[config.mk]
export PLATFORM = sky130hd
export DESIGN_NAME = debug_trace_capture
export DESIGN_NICKNAME = d
export VERILOG_FILES = /design/src/rtl/microrisc_trace_pkg.sv /design/src/rtl/trace_buffer.sv /design/src/rtl/debug_trace_capture.sv
export SDC_FILE = /design/constraint.sdc
export NUM_CORES = 1
export LEC_CHECK = 0
export CAP_MARGIN = 20
export CORE_UTILIZATION = 60
export CTS_CLUSTER_DIAMETER = 50
export DETAILED_ROUTE_END_ITERATION = 10
export GPL_TIMING_DRIVEN = 1
export PLACE_DENSITY = 0.78
export SYNTH_ARGS = -nofsm -noshare
export SYNTH_HDL_FRONTEND = slang
export SYNTH_SLANG_ARGS = --single-unit
[constraint.sdc]
create_clock -name clk -period 7.15 [get_ports clk]
set_clock_uncertainty 0.2 [all_clocks]
set_input_delay 1.43 -clock clk [delete_from_list [all_inputs] [get_ports clk]]
set_output_delay 1.43 -clock clk [all_outputs]
set_load 0.02 [all_outputs]
[src/rtl/microrisc_trace_pkg.sv]
// Shared definitions for the writeback trace logger: FSM encoding,
// entry field layout {pc, addr, data} and counter sizing.
package microrisc_trace_pkg;

    typedef enum logic [1:0] {
        ST_IDLE    = 2'd0,
        ST_CAPTURE = 2'd1,
        ST_DRAIN   = 2'd2
    } trace_state_e;

    function automatic int entry_w(input int pc_w, input int raddr_w, input int data_w);
        return pc_w + raddr_w + data_w;
    endfunction

    function automatic int data_lsb();
        return 0;
    endfunction

    function automatic int addr_lsb(input int data_w);
        return data_w;
    endfunction

    function automatic int pc_lsb(input int raddr_w, input int data_w);
        return data_w + raddr_w;
    endfunction

    // One extra bit so a completely full buffer (count == depth) is representable.
    function automatic int cnt_w(input int depth);
        return $clog2(depth) + 1;
    endfunction

endpackage

[src/rtl/trace_buffer.sv]
// Circular entry store with head/tail/count; push writes at tail, pop
// retires head, push+overwrite drops the oldest entry while count holds.
module trace_buffer #(
    parameter int DEPTH = 16,
    parameter int EW    = 35
) (
    input  logic                     clk,
    input  logic                     rst,
    input  logic                     clr,
    input  logic                     push,
    input  logic                     pop,
    input  logic                     overwrite,
    input  logic [EW-1:0]            wdata,
    output logic [EW-1:0]            head_data,
    output logic [$clog2(DEPTH):0]   count
);

    localparam int AW = $clog2(DEPTH);

    logic [EW-1:0] mem [DEPTH];
    logic [AW-1:0] head_q, tail_q;
    logic [AW:0]   count_q;

    always_ff @(posedge clk) begin
        if (push)
            mem[tail_q] <= wdata;
    end

    // Push and pop come from different FSM states and never coincide.
    always_ff @(posedge clk) begin
        if (rst || clr) begin
            head_q  <= '0;
            tail_q  <= '0;
            count_q <= '0;
        end else if (push) begin
            tail_q <= tail_q + AW'(1);
            if (overwrite)
                head_q <= head_q + AW'(1);
            else
                count_q <= count_q + (AW+1)'(1);
        end else if (pop) begin
            head_q  <= head_q + AW'(1);
            count_q <= count_q - (AW+1)'(1);
        end
    end

    assign head_data = mem[head_q];
    assign count     = count_q;

endmodule

[src/rtl/debug_trace_capture.sv]
// Writeback trace logger: captures filtered register-write events, then
// drains them oldest-first over valid/ready. MICRORISC_TRACE_WRAP_EN selects wrap-on-full.
module debug_trace_capture
    import microrisc_trace_pkg::*;
#(
    parameter int DEPTH   = 16,
    parameter int PC_W    = 16,
    parameter int DATA_W  = 16,
    parameter int RADDR_W = 3
) (
    input  logic                              clk,
    input  logic                              rst,
    input  logic [PC_W-1:0]                   trace_pc,
    input  logic                              trace_wr_en,
    input  logic [RADDR_W-1:0]                trace_wr_addr,
    input  logic [DATA_W-1:0]                 trace_wr_data,
    input  logic                              cfg_arm,
    input  logic                              cfg_stop,
    input  logic                              filter_en,
    input  logic [RADDR_W-1:0]                filter_reg,
    output logic                              rd_valid,
    input  logic                              rd_ready,
    output logic [PC_W+RADDR_W+DATA_W-1:0]    rd_data,
    output logic                              capturing,
    output logic [cnt_w(DEPTH)-1:0]           count,
    output logic                              overflow
);

    localparam int EW = entry_w(PC_W, RADDR_W, DATA_W);
    localparam int CW = cnt_w(DEPTH);
    localparam int DL = data_lsb();
    localparam int AL = addr_lsb(DATA_W);
    localparam int PL = pc_lsb(RADDR_W, DATA_W);

    trace_state_e state_q, state_d;

    logic          accept, full;
    logic          push, pop, ovw, clr;
    logic [EW-1:0] wdata, head_data;

    assign wdata[DL +: DATA_W]  = trace_wr_data;
    assign wdata[AL +: RADDR_W] = trace_wr_addr;
    assign wdata[PL +: PC_W]    = trace_pc;

    assign accept = trace_wr_en && (!filter_en || (trace_wr_addr == filter_reg));
    assign full   = (count == CW'(DEPTH));

    trace_buffer #(
        .DEPTH (DEPTH),
        .EW    (EW)
    ) u_buf (
        .clk       (clk),
        .rst       (rst),
        .clr       (clr),
        .push      (push),
        .pop       (pop),
        .overwrite (ovw),
        .wdata     (wdata),
        .head_data (head_data),
        .count     (count)
    );

    always_ff @(posedge clk) begin
        if (rst)
            state_q <= ST_IDLE;
        else
            state_q <= state_d;
    end

    always_comb begin
        state_d  = state_q;
        push     = 1'b0;
        pop      = 1'b0;
        ovw      = 1'b0;
        clr      = 1'b0;
        rd_valid = 1'b0;
        case (state_q)
            ST_IDLE: begin
                if (cfg_arm) begin
                    clr     = 1'b1;
                    state_d = ST_CAPTURE;
                end
            end
            ST_CAPTURE: begin
`ifdef MICRORISC_TRACE_WRAP_EN
                if (accept) begin
                    push = 1'b1;
                    ovw  = full;
                end
`else
                // The edge that fills the last slot also ends capture.
                if (accept && !full) begin
                    push = 1'b1;
                    if (count == CW'(DEPTH - 1))
                        state_d = ST_DRAIN;
                end
`endif
                if (cfg_stop)
                    state_d = ST_DRAIN;
            end
            ST_DRAIN: begin
                rd_valid = (count != '0);
                if (rd_valid && rd_ready) begin
                    pop = 1'b1;
                    if (count == CW'(1))
                        state_d = ST_IDLE;
                end
                if (count == '0)
                    state_d = ST_IDLE;
            end
            default: state_d = ST_IDLE;
        endcase
    end

    assign rd_data   = rd_valid ? head_data : '0;
    assign capturing = (state_q == ST_CAPTURE);

`ifdef MICRORISC_TRACE_WRAP_EN
    logic overflow_q;

    always_ff @(posedge clk) begin
        if (rst || clr)
            overflow_q <= 1'b0;
        else if (ovw)
            overflow_q <= 1'b1;
    end

    assign overflow = overflow_q;
`else
    assign overflow = 1'b0;
`endif

endmodule

Word-level counts from Yosys, hierarchy flattened. Memories as Yosys holds them, arrays and structs flattened. A register that Yosys moved wholly into a read port is not among the register bits. Index checks and enable logic that the tools add are counted.

Bits in registers: 15. Bits in writable memories: 560. Bits of input ports: 45. Output and inout port bits: 43. Word-level logic and storage cells: 56. Memories: 1.

Add/subtract/negate cells: 4. Equality and inequality tests: 11. Multiplexer cells: 22. Bitwise logic cells: 1. Reductions and logical operators: 13.

Memories: u_buf.mem (depth 16, width 35, read ports 1, clocked after Yosys merged registers in 1, wr ports 1, RTL line trace_buffer.sv:20) `logic [EW-1:0] mem [DEPTH];`.

Operators with widths (count): two-way mux 35 bit (1); two-way mux 2 bit (7); two-way mux 5 bit (2); two-way mux 1 bit (9); adder 4 x 1 -> 4 bit, second input constant (2); two-way mux 4 bit (2); inequality test 3 x 2 -> 1 bit, second input constant (2); inequality test 3 bit, second input constant (2); one-hot mux 2 bit (3 select lines) (1); adder 5 x 1 -> 5 bit, second input constant (1); == test 5 x 1 -> 1 bit, second input constant (1); == test 5 x 4 -> 1 bit, second input constant (1); == test 5 bit, second input constant (1); logical NOT 5 bit (1); AND reduction 5 bit (1); nonzero test 5 bit (1); subtractor 5 x 1 -> 5 bit, second input constant (1); == test 3 bit (1); logical AND 1 bit (3); == test 2 x 1 -> 1 bit, second input constant (1); == test 2 bit, second input constant (1); logical NOT 1 bit (2); logical NOT 2 bit (1); logical OR 1 bit (2); 4 further kinds (4).

Longest topological paths before layout. Gate-level depths: netlist of run 1.

Depth in word-level cells: 10. Gate-level depth with buffers: 9. Depth with buffers taken out: 7.

Cells and area by module. Synthesis of run 1 repeated with hierarchy kept, for this count alone.

Cell total of the unflattened synthesis: 1031. Area, all modules: 22381.5 um2.

By module, submodules not included: trace_buffer (instances 1, cells each 961, area an instance 21813.4 um2, sequential area each 17156.5 um2); debug_trace_capture (instances 1, cells each 70, area an instance 568.0 um2, sequential area each 40.0 um2).

Least setup slack after synthesis of run 1. No wires, ideal clock.

Path type: input -> register. Start: in filter_reg[1]. End: mem u_buf.mem[3][0], enable pin. Setup time: 471 ps. Arrival: 4579 ps. Required time: 6479 ps. Setup slack: 1900 ps. Stages: 4. Buffers on the path: 0. Path through: xor2_1 > o31ai_4 > nand3_1 > nor3_1.

Cells in the longest elaborated chain, start to end: 8.

RTL lines: from (decl) (RTL line debug_trace_capture.sv:20) `input logic [RADDR_W-1:0] filter_reg,`; == test 3 bit (RTL line debug_trace_capture.sv:45) `assign accept = trace_wr_en && (!filter_en || (trace_wr_addr == filter_reg));`; logical OR 1 bit (RTL line debug_trace_capture.sv:45); logical AND 1 bit (RTL line debug_trace_capture.sv:45); logical AND 1 bit (RTL line debug_trace_capture.sv:92) `if (accept && !full) begin`; two-way mux 1 bit (RTL line debug_trace_capture.sv:92); two-way mux 1 bit (RTL line debug_trace_capture.sv:77) `case (state_q)`; two-way mux 1 bit (RTL line trace_buffer.sv:25) `if (push)`; two-way mux 1 bit (implied by the code) (RTL line trace_buffer.sv:26) `mem[tail_q] <= wdata;`; to (decl) (RTL line trace_buffer.sv:20).

Every way passes these cells.

==> results of run 1 <==
power by group:
part	total, mW	switching, mW	leakage [nW]	internal [mW]
Sequential	3.73	0.00283	5.19	3.72
Clock	2.97	1.20	0.902	1.78
Combinational	0.105	0.0681	1.67	0.0368
Total	6.80	1.27	7.76	5.54
final timing paths:
kind,start,end
setup / recovery,register,rd_data[32]
hold / removal,u_buf.head_q[3],u_buf.head_q[3]
setup reg to reg,u_buf.count[0],u_buf.mem[4][26]
hold reg to reg,u_buf.head_q[3],u_buf.head_q[3]
logic make-up (layout without fill, tap and decap cells):
| logic type | Yosys count | in the layout | synth area share, % |
|---|---|---|---|
| adders and majority gates | 10 | 10 | 0.556 |
| AOI/OAI and AO/OA | 90 | 90 | 3.05 |
| xor gates and xnor gates | 11 | 11 | 0.428 |
| and+or+nand+nor | 99 | 99 | 2.50 |
| other | 1 | 1 | 0.0167 |
| buffers and inverters | 66 | 209 | 1.40 |
| DFF | 579 | 579 | 76.4 |
| muxes | 176 | 176 | 15.6 |
area by class of cell:
cell class / instances / area (um^2)
sequential: 579 / 17200
fill: 2170 / 11100
multi-input combinational: 387 / 5010
clock buffer: 70 / 1480
timing repair buffer: 102 / 1040
tap: 468 / 586
clock inverter: 31 / 373
inverter: 6 / 22.5
routing by layer:
metal / GRT usage [%] / wire length [um]
met1: 33.2 / 18200
met2: 40.5 / 22900
met3: 3.32 / 2420
met4: 6.30 / 785
met5: 0 / 0
through the flow:
stage	instance area, um^2	cells
2_1_floorplan	22500	1032
3_3_place_gp	23800	1541
3_5_place_dp	23800	1541
4_1_cts	25700	1642
5_1_grt	25700	1643
6_report	25700	1643
worst register-to-register path, delay by kind of cell (launching register included):
kind	cells	cell delay [ps]
flops	1	420
simple gates	3	1560
compound gates	1	220
fa+ha+maj	1	230
buf+inv	1	120
synthesized netlist by cell type, types with 2 or more instances:
master	n
xnor2_1	3
and3_2	6
and3_1	11
mux2i_1	36
o21ai_0	2
inv_1	6
ha_1	10
nor3_1	4
buf_2	17
and2_1	2
mux4_2	140
a21oi_1	7
dfxtp_1	19
nand3b_1	2
buf_1	5
nor2_1	16
buf_6	2
a31oi_1	2
clkbuf_1	28
a211oi_1	70
nor2b_1	39
nand3_1	2
nand2_1	10
edfxtp_1	560
xor2_1	8
buf_4	8
state kept, by name, indices dropped and copies added (netlist names), named ones only:
signal,count
u_buf.mem,560
u_buf.head_q,4
state_q,2
u_buf.count,5
u_buf.tail_q,4
==> run summary, run 1 <==
The flow ran to the end, and the final reports show no timing, DRC or antenna violations. The top cell type by total area after synthesis was edfxtp_1. Dividing the detail-routed wire length by the instance count gives 26.9 um. For this run, the top clock speed supported by timing is 190 MHz. After detailed routing, the total wire length is 44300 um. In this run, post-CTS repair resized a total of 0 instances. For the pin with the worst max-slew slack, the measured transition is 1090 ps.

The final hold violation count was 0; the fraction of the cycle the final worst path needs was 73.8%. STA classifies the critical path startpoint as a register. The setup path with the least slack is of type register to primary output. The total congestion overflow was 0; the number of buffers created by CTS was 56. Classification of the worst-slack hold path: register to register. Along the worst hold path, the cell count comes to 2. Counting flops with a built-in enable in the synthesized netlist gives 560. The DRC violation count after routing came out at 0. Entering global routing, the biggest net connects 57 pins. The logic depth of the worst setup path including buffers is 6. The floorplan step defined a die boundary enclosing 38300 um^2. Setup violations remaining at the end of the flow were counted as 0. The number of hold buffers added after CTS was 0.

The run gives 0.715 as the weighted congestion reported at the end of routability-driven placement. The critical path contains buffers and inverters numbering 2 combined. For the global router's overall resource usage, the log shows 23.9%. The number of vias after detailed routing came out at 10600.

The logs give 6.80 mW for the total power draw and 69.9% for the final core area utilization. 88 I/O pins were placed. The power density over the cells was 265 nW/um^2; the number of core rows was 70.

From synthesis to final layout, the design area changed by 14.3%. The fraction of layout instances using a drive strength above 1 was 22.0%. The number of cells traversed by the worst register-to-register path is 6. Walking the worst path, the cells encountered are buf_4 -> mux4_2 -> nor2b_1 -> a211oi_1 -> a211oi_1 -> clkdlybuf4s50_1. The routed design could run at a clock period as short as 5280 ps. The first global-routing pass estimated 67500 um of wire.

In this design, the stage delay of the slowest critical-path cell is 910 ps. Buffers added to address setup during post-CTS repair amount to 0. The most common cell after layout, fill and taps aside is edfxtp_1. The core region is 36800 um^2.

The antenna diode count came out at 0. The number of pins with negative max-slew slack in the final report came out at 0. In the synthesized netlist the dominant register cell turns out to be edfxtp_1. The share of the yosys chip area belonging to registers came out at 76.4%. The count of warnings emitted by yosys is 0, and the data required time at the worst endpoint is 5520 ps. Adding up every negative setup slack in the final design gives 0 ps. In this design, the critical path's most frequently occurring cell is a211oi_1. Measured along the x axis, the die boundary spans 196 um. The worst path meets setup with 1870 ps of slack. The maximum fanout count along the critical path was 40. The clock reaches the later pin of the worst-skew pair after 570 ps. Each instance of the synthesized netlist takes up on average 21.8 um^2. The run gives 3970 ps as the minimum setup slack among reg-to-reg paths. TritonCTS built the clock tree. Counting distinct cell types in the post-synthesis netlist gives 43. The clock-pin slew on the worst setup and hold paths works out to 60 ps. After the first detailed-routing iteration, the DRC count stood at 1002. Timing analysis after detailed placement gives a worst setup slack of 1910 ps. In this run the clock root is driven by a clkbuf_16. The slowest stage of the critical path is the dfxtp_4 cell. The sink count of the clock tree came out at 579. The tools report the number of antenna violations at the first check in global routing as 0. In the final design database the tool counted 1187 nets. The worst voltage drop across the vdd grid was 0.000211 V. The tightest hold path in the finished design has a slack of 316 ps.

After detailed routing, the number of vias per cell comes to 6.47. Synthesis produced 1032 cells. Setup repair after global routing left no endpoint under its margin. For this design the static power due to leakage is 7.76 nW. The synthesized netlist occupies a cell area of 22500 um^2. The worst setup path is captured at a primary output.

Ranked by total cell area, the synthesized netlist is headed by edfxtp_1 (75%), mux4_2 (14%), a211oi_1 (2.3%). The synthesized design contains 579 register bits. The HPWL after detailed placement is 23100 um. When the netlist entered floorplanning its net count stood at 1087.

The height of the chip works out to 196 um. In this run the tightest slew margin relative to its limit is 27.1%. The top cell family by delay on the critical path is buffers and inverters.

The share of the synthesized area in the top cell type came out at 74.7%. The number of global-route vias before repair came out at 11300. Counting along the longest clock path gives a buffer depth of 3. The library cells used most frequently in the layout, excluding fill and tap cells, are edfxtp_1 (560), mux4_2 (140), clkdlybuf4s50_1 (86), a211oi_1 (70), clkbuf_16 (57). After synthesis, the share of flip-flops with an asynchronous set or reset is 0%.

The first detailed-routing pass took 6 iterations. Once the floorplan was initialized, standard cells occupied 61.2% of the core. The H-tree depth was 2. Max-cap violations in this run came to 0. The tools report the arrival time of the worst setup path as 3650 ps.

Post-detailed-route count of antenna-violating nets: 0. The number of buffer cells added on primary ports is 86.
Note: power is estimated with default switching activity, not from simulation.
==> run 2: changes to the inputs <==
--- a/config.mk
+++ b/config.mk
@@ -6,11 +6,11 @@
 export NUM_CORES = 1
 export LEC_CHECK = 0
 export CAP_MARGIN = 20
-export CORE_UTILIZATION = 60
+export CORE_UTILIZATION = 55
 export CTS_CLUSTER_DIAMETER = 50
 export DETAILED_ROUTE_END_ITERATION = 10
 export GPL_TIMING_DRIVEN = 1
-export PLACE_DENSITY = 0.78
+export PLACE_DENSITY = 0.75
 export SYNTH_ARGS = -nofsm -noshare
 export SYNTH_HDL_FRONTEND = slang
 export SYNTH_SLANG_ARGS = --single-unit
==> constraint.sdc (replaced) <==
create_clock -name clk -period 4.26 [get_ports clk]
set_clock_uncertainty 0.2 [all_clocks]
set_input_delay 0.852 -clock clk [delete_from_list [all_inputs] [get_ports clk]]
set_output_delay 0.852 -clock clk [all_outputs]
set_load 0.02 [all_outputs]
==> run 2 against run 1 <==
- routed wire length up 4.7%
- final cell count up 6.8%
- highest routed layer unchanged
- largest power group unchanged
- clock power up 62%
- largest cell class unchanged
- worst setup slack worse by 1800 ps
- via count up 2.8%
- register-to-register slack worse by 2600 ps
==> run summary, run 2 (synthesis gave the netlist of run 1 again) <==
The flow ran to the end, and the final reports show no timing, DRC or antenna violations. The overall die width is 204 um (+4.4%), and the latest clock arrival within the worst-skew pair is 600 ps (+30 ps). Sum of routed wire length over all layers: 46300 um (+4.7%). The hold-fix buffer count after cts was 0 (unchanged); the synthesis-to-layout area growth was 17.6%. The worst path buffer plus inverter count was 2 (unchanged); the fill cell total of the finished layout was 2525 (+16%). For the detailed-routing iteration count for the pre-antenna-repair pass, the log shows 8 (+2). The most critical setup path has its startpoint at u_buf.count[0]. The tools report the number of antenna violations at the first check in global routing as 0 (unchanged). Clock-pin slew on the worst setup and hold paths: 60 ps (about the same).

The floorplan die area is 41700 um^2 (+9.0%). The logs give 3090 ps (-560 ps) for the arrival time of the worst setup path and 10900 (+2.8%) for the number of vias after detailed routing. The logs give 0 (unchanged) for the total congestion overflow and 22.9% (-1.0 points) for the global router's overall resource usage. The average wire per cell in the routed design works out to 26.4 um (-2.0%). The logs give 56.2% (-4.9 points) for the initial core utilization and 3 (unchanged) for the maximum buffer depth of the clock tree.

The logs give 0.766 (+7.1%) for the weighted congestion reported at the end of routability-driven placement and 1645 (+6.7%) for the placed instance count. The critical setup path kind was register to primary output. The met3 routing resource usage after global routing was 4.78% (+1.5 points); the number of core rows was 73 (+4.3%). The top cell types in the final layout, fill and taps aside, are edfxtp_1 (560), mux4_2 (140), a211oi_1 (66), clkbuf_16 (59), clkdlybuf4s50_1 (53). The library cell used most frequently in the layout, excluding fill and tap cells, is edfxtp_1. The power density over the cells is 425 nW/um^2 (+61%). The total I/O pin count was 88 (unchanged); the height of the chip was 204 um (+4.4%).

In this run the critical register-to-register path is launched from u_buf.count[0]. The net count of the finished layout was 1240 (+4.5%). For the worst max-slew margin expressed relative to the limit, the log shows 31.0% (+3.9 points). The tools report the cell leakage power as 8.51 nW (+9.7%).

The maximum fanout count along the critical path came out at 7 (-83%). The tools report the met2 layer usage reported by global route as 36.4% (-4.1 points). The number of buffers created by CTS came out at 58 (+3.6%). For the number of pins with negative max-slew slack in the final report, the log shows 0 (unchanged).

The highest attainable clock frequency came out at 241 MHz. In this run the worst hold path is classified as register to register. The placeable core region is 40000 um^2 (+8.8%), and the number of buffer cells added on primary ports is 86 (unchanged). Of the available clock period, the critical path in the final layout requires 97.3%.

Actual slew at the worst max-slew pin: 1040 ps (-58.4 ps). Post-detailed-route count of antenna-violating nets: 0 (unchanged). For the total power draw, the log shows 11.2 mW (+65%).

The number of global-route vias before repair was 11000 (-2.4%); the pin count of the biggest net entering global routing was 66 (+16%). The worst register-to-register path ends at u_buf.mem[5][20]. For the worst hold-check slack, the log shows 304 ps (-12.0 ps).

Setup repair after global routing left no endpoint under its margin. In this design, the largest share of critical-path delay is due to buffers and inverters. The data required time at the worst endpoint came out at 3210 ps (-2310 ps).

The tools report the met1 track utilization from global routing as 31.9% (-1.3 points). The worst voltage drop across the vdd grid was 0.000402 V (+90%). For this design, the slowest cell found on the critical path is clkdlybuf4s50_1.

The number of cells traversed by the worst register-to-register path was 7 (+1); the number of flip-flops under the largest register name was 560 (unchanged). TritonCTS built the clock tree. The logs give 888 (-11%) for the starting DRC count in detailed routing and 0 (unchanged) for the final number of setup-violating endpoints.

The routed via count divided by cell count was 6.22 (-3.8%). The most utilized layer in the global route result is met2. The delay of the slowest cell on the worst path is 680 ps (-230 ps). STA classifies the critical path startpoint as a register.

Walking the worst path, the cells encountered are inv_1 -> ha_1 -> nor4b_1 -> or3b_4 -> a211oi_1 -> clkdlybuf4s50_1. For the final total negative setup slack, the log shows 0 ps (unchanged). The largest register by flop count is u_buf.mem. The logs give 26300 um (+14%) for the sum of net half-perimeters after detailed placement and 1755 (+6.8%) for the final non-filler cell total. Minimum setup slack among reg-to-reg paths: 1380 ps (-2590 ps). Capturing element of the worst setup path: rd_data[5]. In this run the clock root is driven by a clkbuf_16.

The shortest clock period the worst path allows after layout works out to 4140 ps. The DRC violation count after routing is 0 (unchanged). The nature of the critical path endpoint is a primary output. The wire length of the first global-routing pass is 69100 um (+2.4%), and the H-tree depth is 2 (unchanged). The run gives 0 (unchanged) as the antenna diode count.

The max-capacitance violation count is 0 (unchanged). The sink count of the clock tree was 579 (unchanged). The final hold violation count was 0 (unchanged).

The logic depth of the worst setup path including buffers is 6 (unchanged). The fraction of layout instances using a drive strength above 1 was 25.5% (+3.6 points).
[run 2: cell count changes in the layout (fill, tap and decap cells not counted), moves of 5 or more]
cell / change
clkdlybuf4s50_1: -33
buf_4: +30
buf_12: +20
dlymetal6s2s_1: +20
dlygate4sd2_1: +13
clkbuf_1: +8
bufinv_16: -7
clkbuf_8: +5
clkinv_1: -5
[run 2: how the worst min path moves through the flow]
stage                     from              end  slack [ps]  depth (start not counted)
2_1_floorplan       state_q[0]       state_q[1]         270                          2
3_3_place_gp   u_buf.head_q[3]         register         280                          2
3_5_place_dp   u_buf.head_q[3]  u_buf.head_q[3]         300                          2
4_1_cts        u_buf.head_q[3]  u_buf.head_q[3]         310                          2
5_1_grt        u_buf.head_q[3]  u_buf.head_q[3]         350                          2
6_report       u_buf.head_q[3]  u_buf.head_q[3]         300                          2
[run 2: where the power goes]
part	internal (mW)	switching (mW)
clock	2.77	2.04
sequential	6.25	0.00454
combinational	0.0658	0.117
total	9.08	2.16
[run 2: what timing repair did]
| action | in CTS | in global routing |
|---|---|---|
| setup buffers | 4 | 0 |
| endpoints found under the hold margin | 0 | 0 |
| pin swaps | 1 | 0 |
| setup endpoints to repair | 36 | 21 |
| gates resized for setup | 18 | 21 |
| cloned | 1 | 0 |
[run 2: layer usage]
| metal | routed length (um) | vias to the layer above | part of all wire (%) |
|---|---|---|---|
| met3 | 3680 | 78 | 7.9 |
| met5 | 0 | - | 0 |
| met4 | 1170 | 0 | 2.5 |
| met2 | 22700 | 472 | 49 |
| li1 | - | 4651 | - |
| met1 | 18800 | 5714 | 40 |
[run 2: per-stage QoR]
step | utilization [%] | setup slack (ps) | cell area [um^2]
after detailed placement | 61.3 | 344 | 24500
after floorplan | - | 436 | 22500
final | 66.2 | 117 | 26500
after global routing | 66.2 | 20.9 | 26500
after global placement | 61.3 | 424 | 24500
after CTS | 66.0 | 5.67 | 26400
[run 2: worst register-to-register path: stages (launching register included)]
cell and delay, ps:
dfxtp_1 430, inv_1 130, ha_1 260, nand2_2 100, o311a_4 230, and2_1 480
and3_2 290, buf_4 400
[run 2: layout make-up]
type                    instances  area [um^2]  share of cell area [%]
flip-flops and latches        579        17200                    65.0
multi-input cells             387         5040                    19.0
repair buffers                153         1730                    6.54
clock buffers                  85         1620                    6.14
well taps                     525          657                    2.48
clock inverters                20          180                   0.681
inverters                       6         22.5                  0.0851
==> run 3: changes to the inputs <==
--- a/config.mk
+++ b/config.mk
@@ -6,11 +6,12 @@
 export NUM_CORES = 1
 export LEC_CHECK = 0
 export CAP_MARGIN = 20
-export CORE_UTILIZATION = 55
+export CORE_UTILIZATION = 57
+export CTS_BUF_LIST = sky130_fd_sc_hd__clkbuf_4
 export CTS_CLUSTER_DIAMETER = 50
 export DETAILED_ROUTE_END_ITERATION = 10
 export GPL_TIMING_DRIVEN = 1
-export PLACE_DENSITY = 0.75
+export PLACE_DENSITY = 0.77
 export SYNTH_ARGS = -nofsm -noshare
 export SYNTH_HDL_FRONTEND = slang
 export SYNTH_SLANG_ARGS = --single-unit
==> run 3 against run 2 <==
- via count grew 6.2%
- core utilization grew 2.0 points
- first-iteration DRC count grew 16%
- die area shrank 3.5%
- highest routed layer unchanged
- sequential share of layout area is essentially flat
- critical endpoint is now rd_data[3]
- non-clock buffer count grew 1
==> run summary, run 3 (synthesis gave the netlist of run 1 again) <==
TritonCTS built the clock tree. For the DRC violation count after routing, the log shows 0 (unchanged). The post-route standard cell area excluding fillers was 26500 um^2 (about the same). The synthesis-to-layout area growth works out to 17.6% (about the same). The shortest clock period the worst path allows after layout was 4230 ps (+87.2 ps). By instance count, the cell type seen most on the critical path is buf_4. The number of buffer cells added on primary ports is 86 (unchanged), and the net count of the finished layout is 1324 (+6.8%). The height of the chip is 201 um (-1.8%), and the maximum fanout count along the critical path is 7 (unchanged). The data required time at the worst endpoint was 3210 ps (about the same); the clock-pin slew on the worst setup and hold paths was 60 ps (about the same).

The top cell family by delay on the critical path is buffers and inverters. The final core area utilization is 68.1% (+2.0 points). Number of pins with negative max-slew slack in the final report: 0 (unchanged). The top cell types in the final layout, fill and taps aside, are edfxtp_1 (560), clkbuf_4 (202), mux4_2 (140), a211oi_1 (62), clkdlybuf4s50_1 (50). The tools report the internal power consumption as 8.85 mW (-2.6%).

The critical setup path kind was register to primary output. The wire length of the first global-routing pass was 72900 um (+5.4%). The number of core rows is 72 (-1.4%).

The run gives 3180 ps (+90 ps) as the arrival time of the worst setup path. The fraction of layout instances using a drive strength above 1 came out at 34.6% (+9.0 points). The worst setup path is launched from a register.

The worst path buffer plus inverter count came out at 4 (+2). The most common cell after layout, fill and taps aside is edfxtp_1. The sink count of the clock tree is 579 (unchanged). The worst max-slew margin expressed relative to the limit was 46.8% (+16 points); the number of vias after detailed routing was 11600 (+6.2%).

The final number of setup-violating endpoints was 0 (unchanged); the total I/O pin count was 88 (unchanged). The classification of the worst-slack hold path was register to register. The run gives 38800 um^2 (-2.9%) as the placeable core region. The initial core utilization came out at 57.9% (+1.7 points).

The fraction of the cycle the final worst path needs was 99.3% (+2.0 points). The number of antenna violations at the first check in global routing is 1 (+1). The overall die width is 201 um (-1.8%), and the switching power is 2.25 mW (+4.0%). The run gives 29.6 ps (-87.2 ps) as the least setup slack across all paths after layout.

The logs give 0 (unchanged) for the post-detailed-route count of antenna-violating nets and 140 (+140%) for the number of buffers created by CTS. The sum of routed wire length over all layers came out at 49800 um (+7.4%). The pin count of the biggest net entering global routing is 54 (-18%), and the sum of net half-perimeters after detailed placement is 26500 um (+0.62%). For the maximum buffer depth of the clock tree, the log shows 3 (unchanged).

The switching part of the total was 20.3% (+1.0 points). The delay of the slowest cell on the worst path works out to 510 ps (-170 ps). For the worst hold-check slack, the log shows 305 ps (+1.19 ps).

The actual slew at the worst max-slew pin was 798 ps (-238 ps). The flow ran to the end, and the final reports show no timing, DRC or antenna violations. The tools report the latest clock arrival within the worst-skew pair as 800 ps (+200 ps). The slowest stage of the critical path belongs to the cell or3b_4. The largest register by flop count was u_buf.mem. The number of flip-flops under the largest register name was 560 (unchanged). The average wire per cell in the routed design is 26.4 um (about the same), and the routed via count divided by cell count is 6.15 (-1.2%). The sequential cell fraction of total power was 56.3% (+0.7 points).

The max-capacitance violation count came out at 0 (unchanged). For the cell leakage power, the log shows 8.45 nW (-0.79%). The tools report the master cell of the clock root buffer as clkbuf_4. The worst voltage drop across the vdd grid came out at 0.000240 V (-40%). The worst slack after detailed placement was 233 ps (-111 ps); the global router's overall resource usage was 24.9% (+2.0 points). Final hold violation count: 0 (unchanged). The run gives 41.9% (-0.9 points) as the power share of the clock group. The highest attainable clock frequency was 236 MHz (-2.1%); the detailed-routing iteration count for the pre-antenna-repair pass was 7 (-1).

The logic gate share of total power was 1.7% (about the same). The power density over the cells works out to 420 nW/um^2 (-1.2%). The run gives 4 (+2) as the H-tree depth.

The signal on the critical path passes through inv_1 -> ha_1 -> nor4b_4 -> or3b_4 -> buf_4 -> buf_4 -> a211oi_1 -> clkdlybuf4s15_1. The total congestion overflow is 0 (unchanged). The post-place instance area came out at 24400 um^2 (-0.49%). The nature of the critical path endpoint was a primary output.

Number of global-route vias before repair: 12000 (+9.1%). The starting DRC count in detailed routing was 1034 (+16%). Setup repair after global routing could not meet its margin everywhere.

For the weighted congestion reported at the end of routability-driven placement, the log shows 0.782 (+2.1%). The run gives 40300 um^2 (-3.5%) as the floorplan die area.
==> run 3: final timing paths <==
| kind | from | endpoint | slack (ps) | cells past startpoint |
|---|---|---|---|---|
| worst max-delay path | u_buf.count[1] | rd_data[3] | 30 | 8 |
| worst min-delay path | u_buf.head_q[3] | u_buf.head_q[3] | 310 | 2 |
| worst max register to register | state_q[0] | u_buf.mem[4][25] | 1410 | 5 |
| worst min register to register | u_buf.head_q[3] | u_buf.head_q[3] | 310 | 2 |
==> run 3: tightest hold or removal path, delay by kind of cell (launching register included) <==
family | cells | cell delay (ps)
flip-flops | 1 | 320
XOR/XNOR | 1 | 80
AND/OR/NAND/NOR | 1 | 70
==> run 3: per-layer routing <==
layer | part of all wire, % | track usage [%]
met1 | 40 | 34.9
met2 | 48 | 38.3
met3 | 9.3 | 6.79
met4 | 2.5 | 9.08
met5 | 0 | 0
==> run 3: per-stage QoR <==
stage | power, mW | std cells | setup TNS (ps)
2_1_floorplan | 6.42 | 1032 | 0
3_3_place_gp | 6.55 | 1628 | 0
3_5_place_dp | 6.56 | 1628 | 0
4_1_cts | 11.1 | 1880 | -80.0
5_1_grt | 11.5 | 1885 | -227
6_report | 11.1 | 1886 | 0
==> run 3: area by class of cell <==
type                       instances  area [um^2]
inverter                           6         22.5
fill                            2355        12400
antenna                            2         5.00
multi-input combinational        388         5090
clock inverter                    37          313
sequential                       579        17200
clock buffer                     202         1520
timing repair buffer             154         1640
tap                              518          648
==> run 3: timing repair <==
item                                    CTS  global route
cloned                                    1             2
hold buffers                              0             0
pin swaps                                 2             1
buffers inserted                         12             2
gates resized for setup                  58            34
endpoints found under the setup margin   36            20
==> run 3: power by group through the flow <==
stage                     logic, mW  clock network (mW)  registers (mW)
after floorplan              0.0468                   0            6.38
after global placement        0.178                   0            6.37
after detailed placement      0.187                   0            6.37
after CTS                     0.189                4.70            6.25
after global routing          0.205                5.03            6.25
final                         0.192                4.66            6.25
